==> src/rtl/sseg_scan_capture.sv <==
// Receive-side monitor for an active-low seven-segment scan bus: qualifies each
// segment/anode pattern for stability and decodes it back into per-digit hex values.
module sseg_scan_capture #(
  parameter int unsigned STABLE_CYCLES = 4
) (
  input  logic        clk,
  input  logic        rst,
  input  logic [0:6]  sseg_in,
  input  logic [3:0]  an_in,
  input  logic        clr,
  output logic [15:0] hex_out,
  output logic [3:0]  dig_valid,
  output logic        frame_done,
  output logic        bad_pattern
);

  localparam int unsigned  CW      = $clog2(STABLE_CYCLES);
  localparam logic [CW-1:0] CNT_MAX = CW'(STABLE_CYCLES - 1);
  localparam logic [6:0]   BLANK   = 7'b1111111;

  typedef enum logic [1:0] {
    ST_WAIT,
    ST_COMMIT,
    ST_HOLD
  } state_t;

  // Internal segment vectors keep segment a in bit 6, so patterns read a..g left to right.
  logic [6:0]    seg_s1, seg_s2, seg_q;
  logic [3:0]    an_s1, an_s2, an_q;
  logic          same;
  logic [CW-1:0] cnt, cnt_inc;
  state_t        state, state_nx;
  logic          commit_en;
  logic [3:0]    an_sel;
  logic          one_hot;
  logic [4:0]    dec;
  logic [15:0]   hex_nx;
  logic [3:0]    valid_nx, seen, seen_nx;
  logic          bad_nx;

  function automatic logic [4:0] decode(input logic [6:0] p);
    logic [4:0] r;
    case (p)
      7'b0000001: r = {1'b1, 4'h0};
      7'b1001111: r = {1'b1, 4'h1};
      7'b0010010: r = {1'b1, 4'h2};
      7'b0000110: r = {1'b1, 4'h3};
      7'b1001100: r = {1'b1, 4'h4};
      7'b0100100: r = {1'b1, 4'h5};
      7'b0100000: r = {1'b1, 4'h6};
      7'b0001111: r = {1'b1, 4'h7};
      7'b0000000: r = {1'b1, 4'h8};
      7'b0000100: r = {1'b1, 4'h9};
      7'b0001000: r = {1'b1, 4'hA};
      7'b1100000: r = {1'b1, 4'hB};
      7'b0110001: r = {1'b1, 4'hC};
      7'b1000010: r = {1'b1, 4'hD};
      7'b0110000: r = {1'b1, 4'hE};
      7'b0111000: r = {1'b1, 4'hF};
      default:    r = '0;
    endcase
    return r;
  endfunction

  // Two-flop synchronizers plus the previous-sample register; all idle-high on reset.
  always_ff @(posedge clk or negedge rst) begin
    if (!rst) begin
      seg_s1 <= '1;
      seg_s2 <= '1;
      seg_q  <= '1;
      an_s1  <= '1;
      an_s2  <= '1;
      an_q   <= '1;
    end else begin
      seg_s1 <= sseg_in;
      seg_s2 <= seg_s1;
      seg_q  <= seg_s2;
      an_s1  <= an_in;
      an_s2  <= an_s1;
      an_q   <= an_s2;
    end
  end

  assign same    = (seg_s2 == seg_q) && (an_s2 == an_q);
  assign cnt_inc = (cnt == CNT_MAX) ? cnt : cnt + 1'b1;

  always_ff @(posedge clk or negedge rst) begin
    if (!rst) begin
      cnt <= '0;
    end else if (!same) begin
      cnt <= '0;
    end else begin
      cnt <= cnt_inc;
    end
  end

  always_ff @(posedge clk or negedge rst) begin
    if (!rst) begin
      state <= ST_WAIT;
    end else begin
      state <= state_nx;
    end
  end

  // COMMIT re-checks stability so a pattern must survive one sample past qualification.
  always_comb begin
    state_nx  = state;
    commit_en = 1'b0;
    case (state)
      ST_WAIT: begin
        if (same && (cnt_inc == CNT_MAX)) state_nx = ST_COMMIT;
      end
      ST_COMMIT: begin
        if (same) begin
          commit_en = 1'b1;
          state_nx  = ST_HOLD;
        end else begin
          state_nx  = ST_WAIT;
        end
      end
      ST_HOLD: begin
        if (!same) state_nx = ST_WAIT;
      end
      default: state_nx = ST_WAIT;
    endcase
  end

  assign an_sel  = ~an_q;
  assign one_hot = (an_sel != '0) && ((an_sel & (an_sel - 4'd1)) == '0);
  assign dec     = decode(seg_q);

  always_comb begin
    hex_nx   = hex_out;
    valid_nx = dig_valid;
    bad_nx   = bad_pattern;
    seen_nx  = (seen == 4'hF) ? '0 : seen;
    if (commit_en && one_hot) begin
      for (int unsigned i = 0; i < 4; i++) begin
        if (an_sel[i]) begin
          if (dec[4]) begin
            hex_nx[4*i +: 4] = dec[3:0];
            valid_nx[i]      = 1'b1;
            seen_nx[i]       = 1'b1;
          end else if (seg_q == BLANK) begin
            valid_nx[i] = 1'b0;
            seen_nx[i]  = 1'b1;
          end else begin
            valid_nx[i] = 1'b0;
            bad_nx      = 1'b1;
          end
        end
      end
    end
  end

  always_ff @(posedge clk or negedge rst) begin
    if (!rst) begin
      hex_out     <= '0;
      dig_valid   <= '0;
      bad_pattern <= 1'b0;
      seen        <= '0;
      frame_done  <= 1'b0;
    end else if (clr) begin
      hex_out     <= '0;
      dig_valid   <= '0;
      bad_pattern <= 1'b0;
      seen        <= '0;
      frame_done  <= 1'b0;
    end else begin
      hex_out     <= hex_nx;
      dig_valid   <= valid_nx;
      bad_pattern <= bad_nx;
      seen        <= seen_nx;
      frame_done  <= (seen == 4'hF);
    end
  end

endmodule

==> config.mk <==
export PLATFORM = sky130hd
export DESIGN_NAME = sseg_scan_capture
export DESIGN_NICKNAME = d
export VERILOG_FILES = /design/src/rtl/sseg_scan_capture.sv
export SDC_FILE = /design/constraint.sdc
export NUM_CORES = 1
export LEC_CHECK = 0
export BUFFER_PORTS_ARGS = -buffer_cell sky130_fd_sc_hd__buf_2
export CAP_MARGIN = 25
export CORE_ASPECT_RATIO = 0.8
export CORE_UTILIZATION = 40
export DETAILED_ROUTE_END_ITERATION = 10
export GPL_ROUTABILITY_DRIVEN = 0
export GPL_TIMING_DRIVEN = 0
export HOLD_SLACK_MARGIN = 0.05
export SYNTH_ARGS = -nofsm -noshare
export SYNTH_HDL_FRONTEND = slang
export SYNTH_SLANG_ARGS = --single-unit
==> constraint.sdc <==
create_clock -name clk -period 6.3 [get_ports clk]
set_input_delay 0.63 -clock clk [delete_from_list [all_inputs] [get_ports clk]]
set_output_delay 0.63 -clock clk [all_outputs]
set_load 0.01 [all_outputs]
**Yosys cells after proc, flatten, opt, wreduce, memory -nomap -nowiden**

Index checks and enable logic that the tools add are counted.
Widths: inputs -> output; s select.

- Register bits after elaboration: 63
- Word-level logic and storage cells: 124
- Input bits: 14

- Reduce and logical (&&, ||, !) cells: 23
- Equal/unequal tests: 25
- Multiplexer cells: 53
- Bitwise operators: 2
- Add/sub/neg operators: 2

Operator list:

| cell | count |
|---|---|
| $pmux 5 s16 | 1 |
| $mux 4 | 10 |
| $eq 7x6->1 const B | 5 |
| $eq 7x7->1 const B | 5 |
| $mux 1 | 34 |
| $mux 16 | 2 |
| $eq 7x3->1 const B | 2 |
| $eq 7x4->1 const B | 2 |
| $reduce_and 3->1 | 4 |
| $reduce_bool 2->1 | 6 |
| $mux 2 | 5 |
| $reduce_and 2->1 | 5 |
| $eq 7x1->1 const B | 1 |
| $eq 7x5->1 const B | 1 |
| $eq 7x7->1 | 1 |
| $logic_not 7->1 | 1 |
| $eq 2x2->1 const B | 3 |
| $pmux 2 s3 | 1 |
| $and 4x4->4 | 1 |
| $eq 4x4->1 | 1 |
| $eq 4x4->1 const B | 1 |
| $logic_and 1x1->1 | 4 |
| $logic_not 4->1 | 1 |
| $ne 2x2->1 const B | 2 |
| other kinds (6) | 6 |

**Longest topological paths before layout**

Gate-level depths: netlist of run 1.

- Depth after elaboration: 15
- Depth in mapped cells: 8
- Mapped depth without buffers: 6

**Worst setup path before layout of run 1**

OpenSTA, ideal clock, no wires.

- Path type: reg-to-reg
- Start point: reg an_q[2]
- End point: reg dig_valid[0]
- Path buffers: 2
- Setup slack: 4250 ps
- Data required time: 6161 ps
- Cell stages (with the launch flop): 9
- Arrival: 1911 ps
- Path through: dfstp_2 buf_2 xnor2_2 nand4_2 or3_1 buf_2 or3_4 nand2_1 a21oi_1

- Longest elaborated chain between the ends: 8
- Elaborated cells on any way between the ends: 13
- Classes of those cells: add/sub: 1; eq/ne: 1; mux: 2; bitwise: 2; reduce/logical: 7

RTL lines:

| item | line | text |
|---|---|---|
| start, declared | 29 | `logic [3:0] an_s1, an_s2, an_q;` |
| start signal, assigned | 80 | `an_q <= an_s2;` |
| $not 4->4 | 128 | `assign an_sel = ~an_q;` |
| $sub 4x1->4 | 129 | `assign one_hot = (an_sel != '0) && ((an_sel & (an_sel - 4'd1)) == '0);` |
| $and 4x4->4 | 129 |  |
| $logic_not 4->1 | 129 |  |
| $logic_and 1x1->1 | 129 |  |
| $logic_and 1x1->1 (*) | 137 | `if (commit_en && one_hot) begin` |
| $reduce_bool 2->1 (no source line) (*) | n/a |  |
| $reduce_and 2->1 (no source line) (*) | n/a |  |
| end signal, assigned | 171 | `dig_valid <= valid_nx;` |
| end, declared | 12 | `output logic [3:0] dig_valid,` |

Mark *: on every way between the ends. The rest lies on a longest branch, timed or not.
A chain may end at the register's enable or synchronous reset.

**Worst setup path in the final report of run 1**

- Start point: reg seg_q[6]
- End point: reg hex_out[1]

- Longest elaborated chain between the ends: 7
- Elaborated cells on any way between the ends: 29
- Classes of those cells: eq/ne: 16; mux: 7; reduce/logical: 6

RTL lines:

| item | line | text |
|---|---|---|
| start, declared | 28 | `logic [6:0] seg_s1, seg_s2, seg_q;` |
| start signal, assigned | 77 | `seg_q <= seg_s2;` |
| branches (longest 7 deep; another with $pmux 5 s16) | n/a |  |
| end signal, assigned | 170 | `hex_out <= hex_nx;` |
| end, declared | 11 | `output logic [15:0] hex_out,` |

Several ways; the timed one is not identified. The select of a mux whose other input is x is not followed.

==> flow_summary_export.csv, run 1 <==
group,metric,value,unit
status,run_status,"finished, final reports clean",
clock_tree,cts_buffer_depth,2,
timing,report.final.setup_viol,0,
yosys,postSynthRegisterBits,63,
finish,layoutNonFillerInstCount,372,
yosys,ys_types,53,
setup_path,regToRegSetupSlack,3.90,ns
clock_tree,cts_tree,"done",
finish,layout_commonest_cell,"buf_2",
route,drtAntennaViolNets,0,
clock_tree,cts_root_buffer,"clkbuf_8",
die,die_area,7320,µm²
route,post_detailed_route_drc_marker_count,0,
yosys,synth.cell_area,2790,µm²
global_routing,largest_net_degree_at_the_start_of_global_routing,39,
timing,report.final.slew_viol_count,0,
global_routing,grt_pass1_wl,8490,µm
setup_path,worst_ep_arrival_time,2.66,ns
die,die_h,76.7,µm
global_routing,grt_usage,15.6,%
yosys,synth_area_leader,"dfstp_2",
route,detail_route.wirelength,5050,µm
job,drv.max_cap_violation_count,0,
clock_tree,cts_resized,0,
finish,n_antenna_cell,0,
route,routed_via_density,5.04,
yosys,async_sr_flop_fraction,100,%
timing,slew-limit-headroom,61.0,%
yosys,postSynthNetCount,250,
finish,layout_cell_share_with_drive_strength_beyond_1,39.9,%
global_routing,grt_pass1_vias,1745,
finish,fin_nets,297,
yosys,synth_seq_area_share,58.0,%
die,floorplan.initialDensity,42.5,%
route,routedWlPerCell,13.6,µm
clock_tree,path_clk_slew,0.07,ns
finish,most_frequent_cells_in_the_layout,"42 x buf_2, 33 x dfstp_2, 30 x dfrtp_1, 14 x nand2_1, 13 x nor2_1",
die,die_w,95.4,µm
timing,timing_hold_violations_final,0,
yosys,yosysWarningCount,0,
place,placed_cells,356,
place,detailed_placement_wirelength_estimate,3510,µm
timing,final_min_period_over_clock_period,38.1,%
timing,timing.hold.ws,0.295,ns
min_path,class_of_the_tightest_hold_or_removal_check,"in2async",
timing,max_freq,417,MHz
yosys,avgSynthCellArea,11.8,µm²
power,power.leakage,1.44,nW
timing,final.setup.tns,0,ns
route,num_vias,1874,
die,io_pins,36,
global_routing,grt_antenna_before_repair,0,
place,io_buf_count,35,
setup_path,worstSetupStartpointType,"register",
clock_tree,cts_setup_buffers,0,
route,drt_first_iter_violations,131,
timing,rsz_0062_raised_after_global_routing,"no",
clock_tree,numClockSinks,63,
global_routing,globalRoute.totalOverflow,0,
setup_path,crit_fanout,10,
die,num_rows,26,
setup_path,r2r_end,"hex_out[1]",
clock_tree,clock_tree.htree_level_count,3,
setup_path,worst-r2r-cell-count,8,
route,firstDrtPassIters,4,
power,p_per_area,245,nW/µm²
yosys,synthesis.instances,236,
die,core_box_area,6570,µm²
setup_path,critical_setup_path_class,"reg2reg",
setup_path,worstPathRequired,6.56,ns
yosys,proportion_of_netlist_area_held_by_the_largest_area_contributor,31.1,%
timing,worst_max_slew_pin_slew,0.585,ns
setup_path,cp-end-kind,"register",
finish,flow.area_growth_from_synthesis,17.2,%
power,worst_ir_drop_vdd,0.000145,V
clock_tree,worstSkewPairLatency,0.34,ns
yosys,netlist_top_cells_area,"dfstp_2 31%, dfrtp_1 27%, mux2i_1 2.9%",
timing,clock_skew,0.00783,ns
yosys,synth-edff-count,0,
yosys,synth_flop_cell,"dfstp_2",
clock_tree,tritoncts.num_buffers,9,
timing,finalWorstPathRequiredPeriod,2.40,ns
setup_path,crit-reg2reg-launch,"seg_q[6]",
clock_tree,cts_hold_buffers,0,
## where the power goes
part,internal (mW),leakage [nW],switching (mW)
Clock,0.155,0.0974,0.159
Combinational,0.0224,0.578,0.0338
Sequential,0.424,0.766,0.00749
## through the flow
stage	util (%)	power (mW)	instance area (µm²)	setup slack, ns
after global placement	46.7	0.492	3070	3.95
after detailed placement	47.0	0.495	3090	3.93
final	49.8	0.802	3270	3.90
after global routing	49.8	0.842	3270	3.67
after floorplan	-	0.472	2790	4.25
after CTS	49.8	0.817	3270	3.90
## layer usage
layer  vias to the layer above  part of all wire, %  routed length [µm]  GRT usage (%)
met2                        46                   43                2180           21.4
met1                       898                   50                2550           22.1
met4                         0                  1.5                  76           6.27
li1                        922                    -                   -              -
met5                         -                    0                   0              0
met3                         8                  4.9                 248           5.75
## worst max path at each step
stage	from	to	slack, ns
finish	seg_q[6]	hex_out[1]	3.90
global placement	seg_q[3]	hex_out[0]	3.95
detailed placement	seg_q[6]	hex_out[0]	3.93
CTS	seg_q[6]	hex_out[0]	3.90
global route	seg_q[6]	hex_out[0]	3.67
floorplan	an_q[2]	dig_valid[0]	4.25
## worst max-delay path, cell delays in order (launching register included)
cell and delay, ns:
dfstp_2 0.59, buf_2 0.23, nor3_1 0.09, o2111ai_1 0.20
nand3_1 0.24, nor3_2 0.23, buf_2 0.24, nand2b_1 0.29
mux2i_1 0.22
## registers in the layout, indices dropped and copies added (netlist names), 2 cells and up
| name | cells |
|---|---|
| an_q | 4 |
| seg_q | 7 |
| seg_s1 | 7 |
| dig_valid | 4 |
| state | 2 |
| cnt | 2 |
| seen | 4 |
| an_s1 | 4 |
| hex_out | 16 |
| seg_s2 | 7 |
| an_s2 | 4 |
## kinds of logic (layout without fill, tap and decap cells)
kind of cell           after synthesis  after routing  share of synthesized area [%]
AO/OA/AOI/OAI                       41             41                           10.4
XOR/XNOR                            12             12                           4.84
buffers and inverters               23             75                           4.21
flip-flops                          63             63                           58.0
multiplexers                        11             11                           4.08
AND/OR/NAND/NOR                     86             86                           18.5
## layout make-up
class                           count  area, µm²
Fill cell                         625       3300
Sequential cell                    63       1620
Multi-Input combinational cell    150       1060
Timing Repair Buffer               36        195
Clock buffer                       10        138
Tap cell                           84        105
Buffer                             15       87.6
Clock inverter                      6       42.5
Inverter                            8       30.0
## synthesized netlist by cell type, types with 2 or more instances
cell,instances
dfstp_2,33
dfrtp_1,30
nand2_1,14
nor2_1,13
o21ai_0,12
nand2b_1,11
nor2b_1,9
inv_1,8
mux2i_1,8
buf_2,7
nand4_1,7
xnor2_1,7
clkbuf_1,5
nor3_1,5
a21oi_1,4
nand3_1,4
xnor2_2,4
buf_6,3
mux2_2,3
nor4_1,3
o21ai_1,3
o31ai_1,3
a211oi_2,2
a21o_1,2
a32oi_1,2
and2b_1,2
and3_1,2
nor3_2,2
nor3b_1,2
o31ai_2,2
or2_4,2
No activity file was read; power rests on OpenSTA's default activity.
==> run 2, diff against run 1 <==
==> constraint.sdc (replaced) <==
create_clock -name clk -period 2.1 [get_ports clk]
set_input_delay 0.21 -clock clk [delete_from_list [all_inputs] [get_ports clk]]
set_output_delay 0.21 -clock clk [all_outputs]
set_load 0.01 [all_outputs]
==> flow_summary_export.csv, run 2 (synthesis results as in run 1) <==
group,metric,value,unit
status,run_status,"finished with violations",
status,failing_checks,"negative setup slack",
timing,timing.final.ws_setup,-0.00764,ns
timing,finalWorstPathRequiredPeriod,2.11,ns
setup_path,regToRegSetupSlack,-0.008,ns
finish,layout_cell_share_with_drive_strength_beyond_1,47.4,%
place,detailed_placement_wirelength_estimate,3510,µm
finish,layout_commonest_cell,"buf_2",
die,die_w,95.4,µm
timing,slew-limit-headroom,56.5,%
global_routing,globalRoute.totalOverflow,0,
route,firstDrtPassIters,6,
timing,worst_max_slew_pin_slew,0.652,ns
power,power.leakage,1.66,nW
place,placed_cells,356,
clock_tree,cts_tree,"done",
clock_tree,tritoncts.num_buffers,9,
die,die_area,7320,µm²
route,routed_via_density,4.97,
setup_path,cp-end-kind,"register",
power,finalPower,2.47,mW
place,placed_inst_area,3090,µm²
global_routing,largest_net_degree_at_the_start_of_global_routing,39,
route,num_vias,2012,
min_path,worstHoldPathCells,4,
die,core_box_area,6570,µm²
die,die_h,76.7,µm
min_path,class_of_the_tightest_hold_or_removal_check,"in2reg",
finish,largest_register_ff_count,16,
route,drt_first_iter_violations,119,
setup_path,crit-reg2reg-launch,"seg_q[6]",
global_routing,most_heavily_used_metal_layer_in_global_routing,"met2",
timing,max_freq,474,MHz
finish,most_flops_register,"hex_out",
timing,report.final.slew_viol_count,0,
min_path,hp-start,"clr",
setup_path,worstPathRequired,2.34,ns
setup_path,crit_fanout,10,
global_routing,grt_pass1_wl,9230,µm
timing,timing_hold_violations_final,0,
finish,layoutNonFillerInstCount,405,
clock_tree,worstSkewPairLatency,0.34,ns
route,routedWlPerCell,13.8,µm
finish,most_frequent_cells_in_the_layout,"36 x buf_2, 33 x dfstp_2, 30 x dfrtp_1, 26 x buf_4, 14 x nand2_1",
setup_path,r2r_end,"hex_out[6]",
finish,flow.area_growth_from_synthesis,32.0,%
min_path,hold-path-endpoint,"seen[2]",
place,dp_worst_setup_slack,-0.273,ns
clock_tree,cts_buffer_depth,2,
timing,rsz_0062_raised_after_global_routing,"yes",
global_routing,gr_met3_demand_resource,5.95,%
global_routing,grt_antenna_before_repair,0,
route,drtAntennaViolNets,0,
timing,report.final.setup_viol,3,
route,post_detailed_route_drc_marker_count,0,
timing,timing.hold.ws,0.215,ns
finish,finalInstanceArea,3680,µm²
place,io_buf_count,35,
job,drv.max_cap_violation_count,0,
finish,n_antenna_cell,0,
clock_tree,cts_root_buffer,"clkbuf_8",
die,io_pins,36,
power,worst_ir_drop_vdd,0.000445,V
setup_path,worst_ep_arrival_time,2.35,ns
die,num_rows,26,
clock_tree,numClockSinks,63,
clock_tree,clock_tree.htree_level_count,3,
route,detail_route.wirelength,5590,µm
die,floorplan.initialDensity,42.5,%
finish,fin_nets,330,
timing,final_min_period_over_clock_period,100,%
setup_path,worstSetupStartpointType,"register",
setup_path,worst-r2r-cell-count,9,
global_routing,grt_pass1_vias,1936,
setup_path,critical_setup_path_class,"reg2reg",
global_routing,met1_use_gr,22.7,%
global_routing,grt_usage,16.9,%
global_routing,use_met2,24.6,%
power,p_per_area,670,nW/µm²
clock_tree,path_clk_slew,0.07,ns
timing,clock_skew,0.00553,ns
[run 2: cell count changes in the layout (fill, tap and decap cells not counted), sizes merged]
cell         change
buf             +21
dlygate4sd3     +12
[run 2: power breakdown]
part | internal [mW] | switching [mW] | leakage [nW]
combinational | 0.109 | 0.120 | 0.801
clock | 0.466 | 0.481 | 0.0974
sequential | 1.27 | 0.0223 | 0.766
[run 2: critical path: stages, from the launching register on]
cell and delay (ns):
dfstp_2 0.58, buf_4 0.18, nor3_1 0.08, o2111ai_1 0.27
nand3_2 0.16, nor3_4 0.24, buf_6 0.16, nor2_4 0.05
buf_4 0.13, o21a_1 0.15
[run 2: how the worst max path moves through the flow]
stage	depth (start not counted)	start	endpoint
2_1_floorplan	8	an_q[2]	dig_valid[0]
3_3_place_gp	8	seg_q[3]	hex_out[0]
3_5_place_dp	8	seg_q[6]	hex_out[0]
4_1_cts	8	seg_q[2]	hex_out[10]
5_1_grt	7	seg_q[5]	dig_valid[3]
6_report	9	seg_q[6]	hex_out[6]
[run 2: layout make-up]
cell class,instances,area [µm²]
fillers,578,2890
flip-flops and latches,63,1620
multi-input cells,150,1170
repair buffers,72,493
clock buffers,10,138
well taps,84,105
plain buffers,12,88.8
clock inverters,6,42.5
inverters,8,30.0
[run 2: through the flow]
stage | utilization [%] | TNS (ns)
final | 56.1 | -0.0121
after global routing | 56.1 | -1.12
after CTS | 54.1 | -0.0989
after global placement | 46.7 | -3.14
after floorplan | - | 0
after detailed placement | 47.0 | -3.57
[run 2: timing repair]
item / 4_1_cts / 5_1_grt
cloned: 0 / 1
hold endpoints to repair: 25 / 0
hold buffers: 12 / 0
resized for setup: 16 / 25
buffers inserted: 14 / 9
pin swaps: 10 / 16
setup endpoints to repair: 23 / 24
[run 2: metal layers]
metal	vias up	part of all wire, %
met5	-	0
li1	986	-
met3	11	4.1
met2	44	46
met1	971	48
met4	0	1.8
==> run 3, diff against run 2 <==
--- a/config.mk
+++ b/config.mk
@@ -8,11 +8,12 @@
 export BUFFER_PORTS_ARGS = -buffer_cell sky130_fd_sc_hd__buf_2
 export CAP_MARGIN = 25
 export CORE_ASPECT_RATIO = 0.8
-export CORE_UTILIZATION = 40
+export CORE_UTILIZATION = 44
 export DETAILED_ROUTE_END_ITERATION = 10
 export GPL_ROUTABILITY_DRIVEN = 0
 export GPL_TIMING_DRIVEN = 0
 export HOLD_SLACK_MARGIN = 0.05
+export PLACE_DENSITY = 0.66
 export SYNTH_ARGS = -nofsm -noshare
 export SYNTH_HDL_FRONTEND = slang
 export SYNTH_SLANG_ARGS = --single-unit
==> flow_summary_export.csv, run 3 (synthesis results as in run 1) <==
group,metric,value,unit
status,run_status,"finished with violations",
status,failing_checks,"negative setup slack",
clock_tree,numClockSinks,63,
min_path,hp-start,"clr",
clock_tree,tritoncts.num_buffers,9,
setup_path,worst-r2r-cell-count,7,
die,core_box_area,6010,µm²
power,power.leakage,1.72,nW
setup_path,critical_setup_path_class,"reg2reg",
die,num_rows,25,
finish,utilization,62.9,%
finish,finalInstanceArea,3780,µm²
min_path,class_of_the_tightest_hold_or_removal_check,"in2reg",
power,p_per_area,691,nW/µm²
clock_tree,clock_tree.htree_level_count,3,
finish,fillers,514,
timing,final_min_period_over_clock_period,102,%
global_routing,grt_usage,17.0,%
setup_path,worstSetupStartpointType,"register",
global_routing,globalRoute.totalOverflow,0,
min_path,hold-path-endpoint,"seen[1]",
finish,layout_cell_share_with_drive_strength_beyond_1,48.2,%
route,post_detailed_route_drc_marker_count,0,
route,routedWlPerCell,13.6,µm
setup_path,worst_ep_arrival_time,2.42,ns
place,dp_worst_setup_slack,-0.198,ns
finish,flow.area_growth_from_synthesis,35.4,%
finish,most_frequent_cells_in_the_layout,"35 x buf_2, 33 x dfstp_2, 30 x dfrtp_1, 28 x buf_4, 14 x nand2_1",
global_routing,largest_net_degree_at_the_start_of_global_routing,34,
global_routing,grt_pass1_vias,1864,
place,io_buf_count,35,
global_routing,grt_pass1_wl,8580,µm
timing,rsz_0062_raised_after_global_routing,"yes",
min_path,worstHoldPathCells,4,
finish,layout_commonest_cell,"buf_2",
setup_path,r2r_end,"dig_valid[3]",
clock_tree,worstSkewPairLatency,0.34,ns
die,io_pins,36,
route,detail_route.wirelength,5540,µm
route,firstDrtPassIters,4,
route,routed_via_density,5.08,
finish,largest_register_ff_count,16,
clock_tree,cts_root_buffer,"clkbuf_8",
setup_path,crit-reg2reg-launch,"seg_q[0]",
timing,report.final.slew_viol_count,0,
place,placed_inst_area,3090,µm²
die,die_area,6670,µm²
finish,most_flops_register,"hex_out",
timing,slew-limit-headroom,52.9,%
clock_tree,cts_buffer_depth,2,
timing,max_freq,466,MHz
route,drt_first_iter_violations,106,
route,drtAntennaViolNets,0,
clock_tree,cts_tree,"done",
timing,finalWorstPathRequiredPeriod,2.15,ns
power,worst_ir_drop_vdd,0.000499,V
timing,timing.final.ws_setup,-0.0473,ns
setup_path,crit_fanout,5,
finish,fin_nets,337,
timing,report.final.setup_viol,6,
job,drv.max_cap_violation_count,0,
finish,n_antenna_cell,0,
place,detailed_placement_wirelength_estimate,3480,µm
route,num_vias,2079,
setup_path,worstPathRequired,2.37,ns
die,die_w,91.1,µm
timing,clock_skew,0.00526,ns
timing,worst_max_slew_pin_slew,0.707,ns
die,floorplan.initialDensity,46.5,%
setup_path,regToRegSetupSlack,-0.05,ns
die,die_h,73.2,µm
clock_tree,path_clk_slew,0.07,ns
global_routing,grt_antenna_before_repair,0,
setup_path,cp-end-kind,"register",
timing,timing_hold_violations_final,0,
==> run 3: cell types whose count changed in the layout (fill, tap and decap cells not counted), sizes merged <==
cell,delta
clkinv,-2
bufinv,+1
buf,+7
inv,-1
clkbuf,+2
==> run 3: through the flow <==
step | instances | power (mW) | hold WS [ns] | setup TNS [ns]
finish | 409 | 2.61 | 0.204 | -0.105
global route | 409 | 2.73 | 0.212 | -1.66
CTS | 392 | 2.60 | 0.198 | -0.108
detailed placement | 353 | 1.48 | 0.297 | -2.28
global placement | 352 | 1.48 | 0.314 | -2.32
floorplan | 236 | 1.42 | -0.0856 | 0
==> run 3: timing repair <==
action | in CTS | in global routing
setup buffers | 12 | 18
endpoints found under the hold margin | 36 | 0
cloned | 0 | 1
setup endpoints to repair | 21 | 22
hold buffers | 12 | 0
pin swaps | 7 | 13
resized for setup | 12 | 31
==> run 3: layout make-up <==
type                    count  area [µm²]  share of cell area, %
flip-flops and latches     63        1620                   42.8
multi-input cells         150        1170                   30.9
repair buffers             79         563                   14.9
clock buffers              12         155                   4.11
well taps                  81         101                   2.68
plain buffers              12        91.3                   2.42
clock inverters             4        51.3                   1.36
inverters                   8        30.0                  0.795
==> run 3: critical path, cell delays in order (launching register included) <==
cell     delay (ns)
dfstp_2        0.58
xnor2_1        0.14
nand3_2        0.14
nor4_4         0.35
nand4_1        0.27
buf_4          0.22
mux2_4         0.29
nor2_2         0.07
==> run 3: layer usage <==
layer  global-route usage (%)  part of all wire (%)
met1                     22.0                    46
met2                     25.6                    48
met5                        0                     0
met3                     7.19                   5.3
met4                     6.53                  0.96
==> run 3: power by group <==
part           internal (mW)  switching [mW]  leakage (nW)
Combinational          0.121           0.118         0.844
Sequential              1.27          0.0257         0.766
Clock                  0.616           0.456         0.107
==> run 3: how the worst max path moves through the flow <==
stage / startpoint / endpoint / slack (ns)
floorplan: an_q[2] / dig_valid[0] / 0.05
global placement: an_q[2] / hex_out[14] / -0.19
detailed placement: an_q[2] / hex_out[14] / -0.20
CTS: seg_q[2] / dig_valid[3] / -0.05
global route: seg_q[6] / dig_valid[3] / -0.14
finish: seg_q[0] / dig_valid[3] / -0.05
